`src/rtl/uart_word_packer.sv`:
```
// uart_word_packer: packs BYTES_PER_WORD serial bytes into one RAM word,
// with a wrapping write address, inter-byte timeout resync and clear.
module uart_word_packer #(
  parameter int BYTE_W         = 8,
  parameter int BYTES_PER_WORD = 3,
  parameter int DEPTH          = 129600,
  parameter int ADDR_W         = 17,
  parameter int MSB_FIRST      = 0,
  parameter int TIMEOUT_CYCLES = 100000
) (
  input  logic                             clk,
  input  logic                             reset,
  input  logic                             rx_valid,
  input  logic [BYTE_W-1:0]                rx_data,
  input  logic                             clear,
  output logic                             wr_en,
  output logic [BYTE_W*BYTES_PER_WORD-1:0] wr_data,
  output logic [ADDR_W-1:0]                wr_addr,
  output logic                             frame_done,
  output logic                             timeout_err,
  output logic                             partial
);

  localparam int IW = (BYTES_PER_WORD > 1) ? $clog2(BYTES_PER_WORD) : 1;
  localparam int CW = (TIMEOUT_CYCLES > 1) ? $clog2(TIMEOUT_CYCLES) : 1;
  localparam int TO_M1 = (TIMEOUT_CYCLES > 0) ? TIMEOUT_CYCLES - 1 : 0;
  localparam bit TO_EN = (TIMEOUT_CYCLES > 0);

  localparam logic [IW-1:0]     LAST_IDX  = IW'(BYTES_PER_WORD - 1);
  localparam logic [CW-1:0]     TO_LAST   = CW'(TO_M1);
  localparam logic [ADDR_W-1:0] LAST_ADDR = ADDR_W'(DEPTH - 1);

  typedef enum logic [0:0] {
    COLLECT,
    WRITE
  } state_t;

  state_t state, state_nx;

  logic [IW-1:0]     idx;
  logic [CW-1:0]     cnt;
  logic [ADDR_W-1:0] ptr;
  logic [BYTES_PER_WORD-1:0][BYTE_W-1:0] lanes;
  logic [BYTES_PER_WORD-1:0][BYTE_W-1:0] lanes_nx;

  logic              accept;
  logic              expire;
  logic              last;
  logic [IW-1:0]     k;
  logic [IW-1:0]     lane_sel;
  logic [ADDR_W-1:0] ptr_inc;
  logic [ADDR_W-1:0] base;

  assign wr_en      = (state == WRITE);
  assign partial    = (idx != '0);
  assign frame_done = wr_en && (wr_addr == LAST_ADDR);

  always_ff @(posedge clk or posedge reset) begin
    if (reset) state <= COLLECT;
    else       state <= state_nx;
  end

  always_comb begin
    state_nx = COLLECT;
    accept   = rx_valid && !clear;
    expire   = TO_EN && partial && !clear && (cnt == TO_LAST);
    // a byte arriving on the expiry cycle starts a fresh word
    k        = expire ? '0 : idx;
    last     = accept && (k == LAST_IDX);
    lane_sel = (MSB_FIRST != 0) ? (LAST_IDX - k) : k;
    lanes_nx = lanes;
    if (accept) lanes_nx[lane_sel] = rx_data;
    ptr_inc  = (ptr == LAST_ADDR) ? '0 : ptr + ADDR_W'(1);
    base     = (state == WRITE) ? ptr_inc : ptr;
    unique case (state)
      COLLECT: if (last) state_nx = WRITE;
      WRITE:   if (last) state_nx = WRITE;
      default: state_nx = COLLECT;
    endcase
  end

  always_ff @(posedge clk or posedge reset) begin
    if (reset) begin
      idx         <= '0;
      cnt         <= '0;
      ptr         <= '0;
      lanes       <= '0;
      wr_data     <= '0;
      wr_addr     <= '0;
      timeout_err <= 1'b0;
    end else begin
      timeout_err <= expire;
      if (clear) begin
        idx <= '0;
        cnt <= '0;
        ptr <= '0;
      end else begin
        if (state == WRITE) ptr <= ptr_inc;
        if (accept) begin
          lanes <= lanes_nx;
          cnt   <= '0;
          idx   <= last ? '0 : k + IW'(1);
          if (last) begin
            wr_data <= lanes_nx;
            wr_addr <= base;
          end
        end else if (expire || !partial) begin
          idx <= expire ? '0 : idx;
          cnt <= '0;
        end else begin
          cnt <= cnt + CW'(1);
        end
      end
    end
  end

endmodule

```
`config.mk`:
```
export PLATFORM = sky130hd
export DESIGN_NAME = uart_word_packer
export DESIGN_NICKNAME = d
export VERILOG_FILES = /design/src/rtl/uart_word_packer.sv
export SDC_FILE = /design/constraint.sdc
export NUM_CORES = 1
export LEC_CHECK = 0
export BUFFER_PORTS_ARGS = -buffer_cell sky130_fd_sc_hd__buf_2
export CAP_MARGIN = 20
export CORE_MARGIN = 1.5
export CORE_UTILIZATION = 57
export CTS_BUF_LIST = sky130_fd_sc_hd__clkbuf_16
export CTS_CLUSTER_SIZE = 10
export DETAILED_ROUTE_END_ITERATION = 10
export PLACE_DENSITY = 0.79
export SKIP_LAST_GASP = 1
export SLEW_MARGIN = 25
export SYNTH_ARGS = -nofsm -noshare
export SYNTH_HDL_FRONTEND = slang
export SYNTH_SLANG_ARGS = --single-unit
```
`constraint.sdc`:
```
create_clock -name clk -period 4.2 [get_ports clk]
set_input_delay 1.05 -clock clk [delete_from_list [all_inputs] [get_ports clk]]
set_output_delay 1.05 -clock clk [all_outputs]
set_load 0.02 [all_outputs]
```
==> impl_metrics.yaml <==
detailed_routing:
  first_pass_iters: 4
  route.layer.met1.wl_mm: 3.664
  routedWlPerCell_microns: 15.70
  via_per_inst: 5.497
  finalWirelength_mm: 7.836
  dr.first_iter.drc_count: 129
  total_number_of_vias: 2743
  metal2_wl_mm: 3.704
  ant_nets: 0
  detailroute.wirelength.met3_microns: 336
  topRoutingLayerUsed: "met4"
  drc: 0
job:
  maxCapViolations: 0
critical_path:
  critical_path_peak_fanout: 3
  worst_setup_path_end_kind: "output pin"
  master_of_the_slowest_instance_on_the_critical_path: "dfrtp_1"
  crit_arrival_ns: 1.60
  criticalPathCategory: "reg -> out"
  max_stage_delay_ns: 0.40
  critPathRequiredTime_ns: 3.15
  critical_path_cell_by_cell: "and4b_1, nand3_1, nor4_1, buf_2"
  cp_top_family: "simple AND/OR/NAND/NOR gates"
  crit_buf_inv: 1
  timing.critical_path.from_type: "register"
sta:
  max-slew-margin-rel_pct: 52.95
  setup_viol: 0
  finalWorstPathRequiredPeriod_ns: 2.650
  skew_ns: 0.005386
  final_min_period_over_clock_period_pct: 63.09
  worst_slew_pin_slew_ns: 0.7058
  maxClockFrequency_ghz: 0.3774
  setup-tns-final_ns: 0
  whs_ns: 0.4808
  drv_slew: 0
  hold_viol_final: 0
  setup_slack_ns: 1.550
  rsz0062_at_grt: "no"
yosys:
  synthTopCellsByArea: "dfrtp_1, mux2_2, mux2_1"
  syn-cell-area_sq_um: 4230
  ys_seq_area_share_pct: 56.20
  synthesis.area_per_instance_sq_um: 12.48
  synth.lib_cells_used.distinct: 49
  syn_inst: 339
  synth_top_cell_by_area: "dfrtp_1"
  yosysWarnings: 0
  yosysTopAreaCellShare_pct: 56.20
  syn_nets: 353
  ys_ff_latch: 95
hold_path:
  worstHoldPathType: "reg -> reg"
power:
  vdd_ir_drop_max_mv: 0.3000
  power_per_cell_area_nw_per_um2: 450.0
  power.clock.fraction_pct: 35.3
  comb_power_share_pct: 14.5
  design_power_total_mw: 2.166
  switching_power_mw: 0.5607
  internal_power_mw: 1.606
  power.leakage_nw: 2.223
  seq_power_share_pct: 50.2
  sw_frac_of_total_pct: 25.88
final_layout:
  syn2layout_area_growth_pct: 13.81
  finalNonFillerCells: 499
  share_of_final_layout_standard_cells_stronger_than_drive_strength_1_pct: 30.50
  final_core_utilization_pct: 66.74
  antenna_cell_count: 0
  fin_area_sq_um: 4815
  fin_nets: 410
clock_tree:
  post_cts_resized: 0
  cts_tree: "done"
  clkTransAtPathRegs_ns: 0.06
  cts_root_buf: "clkbuf_16"
  cts-root-to-sink-buffers: 2
  clock_tree.htree_level_count: 3
  post-cts-setup-buffers: 0
  cts.sink_count: 95
  clock_latency_on_the_worst_skew_pair_ns: 0.33
  cts-buffers-inserted: 9
  ctsHoldBuffers: 0
place:
  detailed_place.area_sq_um: 4533
  dpl_worst_slack_ns: 1.347
  gp_routability_congestion: 0.7959
  placed_cells: 484
  io_buffer_count: 56
  dpl.hpwl_mm: 5.393
floorplanning:
  chipHeight_microns: 89.15
  die_area_sq_um: 7948
  number_of_cell_rows: 31
  core-area_sq_um: 7214
  dieWidth_microns: 89.15
  boundaryPins: 57
  start_util_pct: 58.64
grt:
  grt_start_max_net_pins: 60
  grt_usage_pct: 21.65
  first_pass_grt_wire_length_mm: 12.94
  number_of_antenna_violations_at_the_first_check_in_global_routing: 0
  globalRouteOverflowTotal: 0
  via_count_of_the_first_global_routing_pass: 2656
status:
  run_status: "finished clean"
[area by class of cell]
cell class / count / area [sq um]
clock buffers: 9 / 225.2
clock inverters: 6 / 55.05
fillers: 545 / 2400
inverters: 7 / 28.78
multi-input cells: 222 / 1687
flip-flops and latches: 95 / 2377
well taps: 99 / 123.9
repair buffers: 61 / 317.8
[cell families (layout without fill, tap and decap cells)]
logic type,Yosys count,in the layout,synth area share (%)
mux,41,41,10.88
simple gates,124,124,17.18
compound gates,25,25,4.998
buf+inv,22,83,3.934
fa+ha+maj,2,2,0.5914
flops,95,95,56.20
xor+xnor,30,30,6.211
[worst paths after layout]
kind                             from          to  slack [ns]  depth (start not counted)
min in group asynchronous       reset      ptr[2]        0.85                          2
max reg2reg                    cnt[0]  wr_data[3]        1.89                          6
max in group asynchronous       reset  wr_addr[1]        2.62                          3
min                          lanes[9]  wr_data[9]        0.48                          1
max                        wr_addr[8]  frame_done        1.55                          4
min reg2reg                  lanes[9]  wr_data[9]        0.48                          1
[power by group through the flow]
stage	clock network [mW]	logic (mW)	registers, mW
final	0.765	0.314	1.09
after global routing	0.819	0.341	1.10
after CTS	0.783	0.320	1.09
after detailed placement	0	0.319	1.10
after global placement	0	0.309	1.09
after floorplan	0	0.127	1.17
[cells in the final DEF (no fill, tap or decap), types with 2 or more instances in the layout]
master / synthesis / final
mux2_1: 17 / 17
inv_1: 7 / 8
buf_4: 3 / 5
nor4_1: 3 / 3
nand2_2: 2 / 2
nand3_1: 7 / 7
mux2_2: 23 / 23
o31ai_1: 11 / 11
buf_2: 1 / 56
o2111ai_4: 2 / 2
dfrtp_1: 95 / 95
xnor2_1: 16 / 16
nor2_2: 2 / 2
and3_1: 5 / 5
nor2_1: 32 / 32
nor3_1: 4 / 4
nor2_4: 8 / 8
and4_1: 4 / 4
nand2_1: 29 / 29
ha_1: 2 / 2
clkinv_2: 0 / 2
clkbuf_16: 0 / 9
xor2_1: 14 / 14
o21ai_1: 6 / 6
nand4_1: 12 / 12
[worst reg2reg max path: cells and delay by family (launching register included)]
| kind | cells | cell delay (ns) |
|---|---|---|
| muxes | 1 | 0.39 |
| and+or+nand+nor | 2 | 0.62 |
| AOI/OAI and AO/OA | 1 | 0.23 |
| buffers and inverters | 1 | 0.35 |
| adders and majority gates | 1 | 0.22 |
| DFF | 1 | 0.39 |
[registers in the layout, summed over array words and instances, names as in the netlist]
name / flops
wr_data: 24
cnt: 17
ptr: 17
wr_addr: 17
lanes: 16
idx: 2
timeout_err: 1
wr_en: 1
[cell usage after synthesis, drive strengths merged]
| cell | number |
|---|---|
| xor2 | 14 |
| inv | 7 |
| and4 | 4 |
| or4 | 1 |
| nand3 | 7 |
| buf | 13 |
| mux2i | 1 |
| dfrtp | 95 |
| xnor2 | 16 |
| o21ai | 8 |
| and4b | 1 |
| ha | 2 |
| nor4 | 5 |
| or2 | 1 |
| o41ai | 1 |
| and2 | 1 |
| and3 | 6 |
| nor3 | 5 |
| or3 | 2 |
| nand4bb | 1 |
| nand4 | 13 |
| mux2 | 40 |
| nand2 | 31 |
| a21o | 1 |
| and4bb | 1 |
| o31ai | 11 |
| o221a | 1 |
| nor2b | 1 |
| nor2 | 42 |
| a21oi | 1 |
| o2111ai | 2 |
| nor4bb | 1 |
| nand4b | 1 |
| clkbuf | 2 |
[routing by layer]
| layer | track usage, % | up-vias |
|---|---|---|
| li1 | - | 1289 |
| met1 | 30.42 | 1385 |
| met2 | 32.81 | 59 |
| met3 | 4.894 | 10 |
| met4 | 8.811 | 0 |
| met5 | 0 | - |
Note: power is estimated with default switching activity, not from simulation.
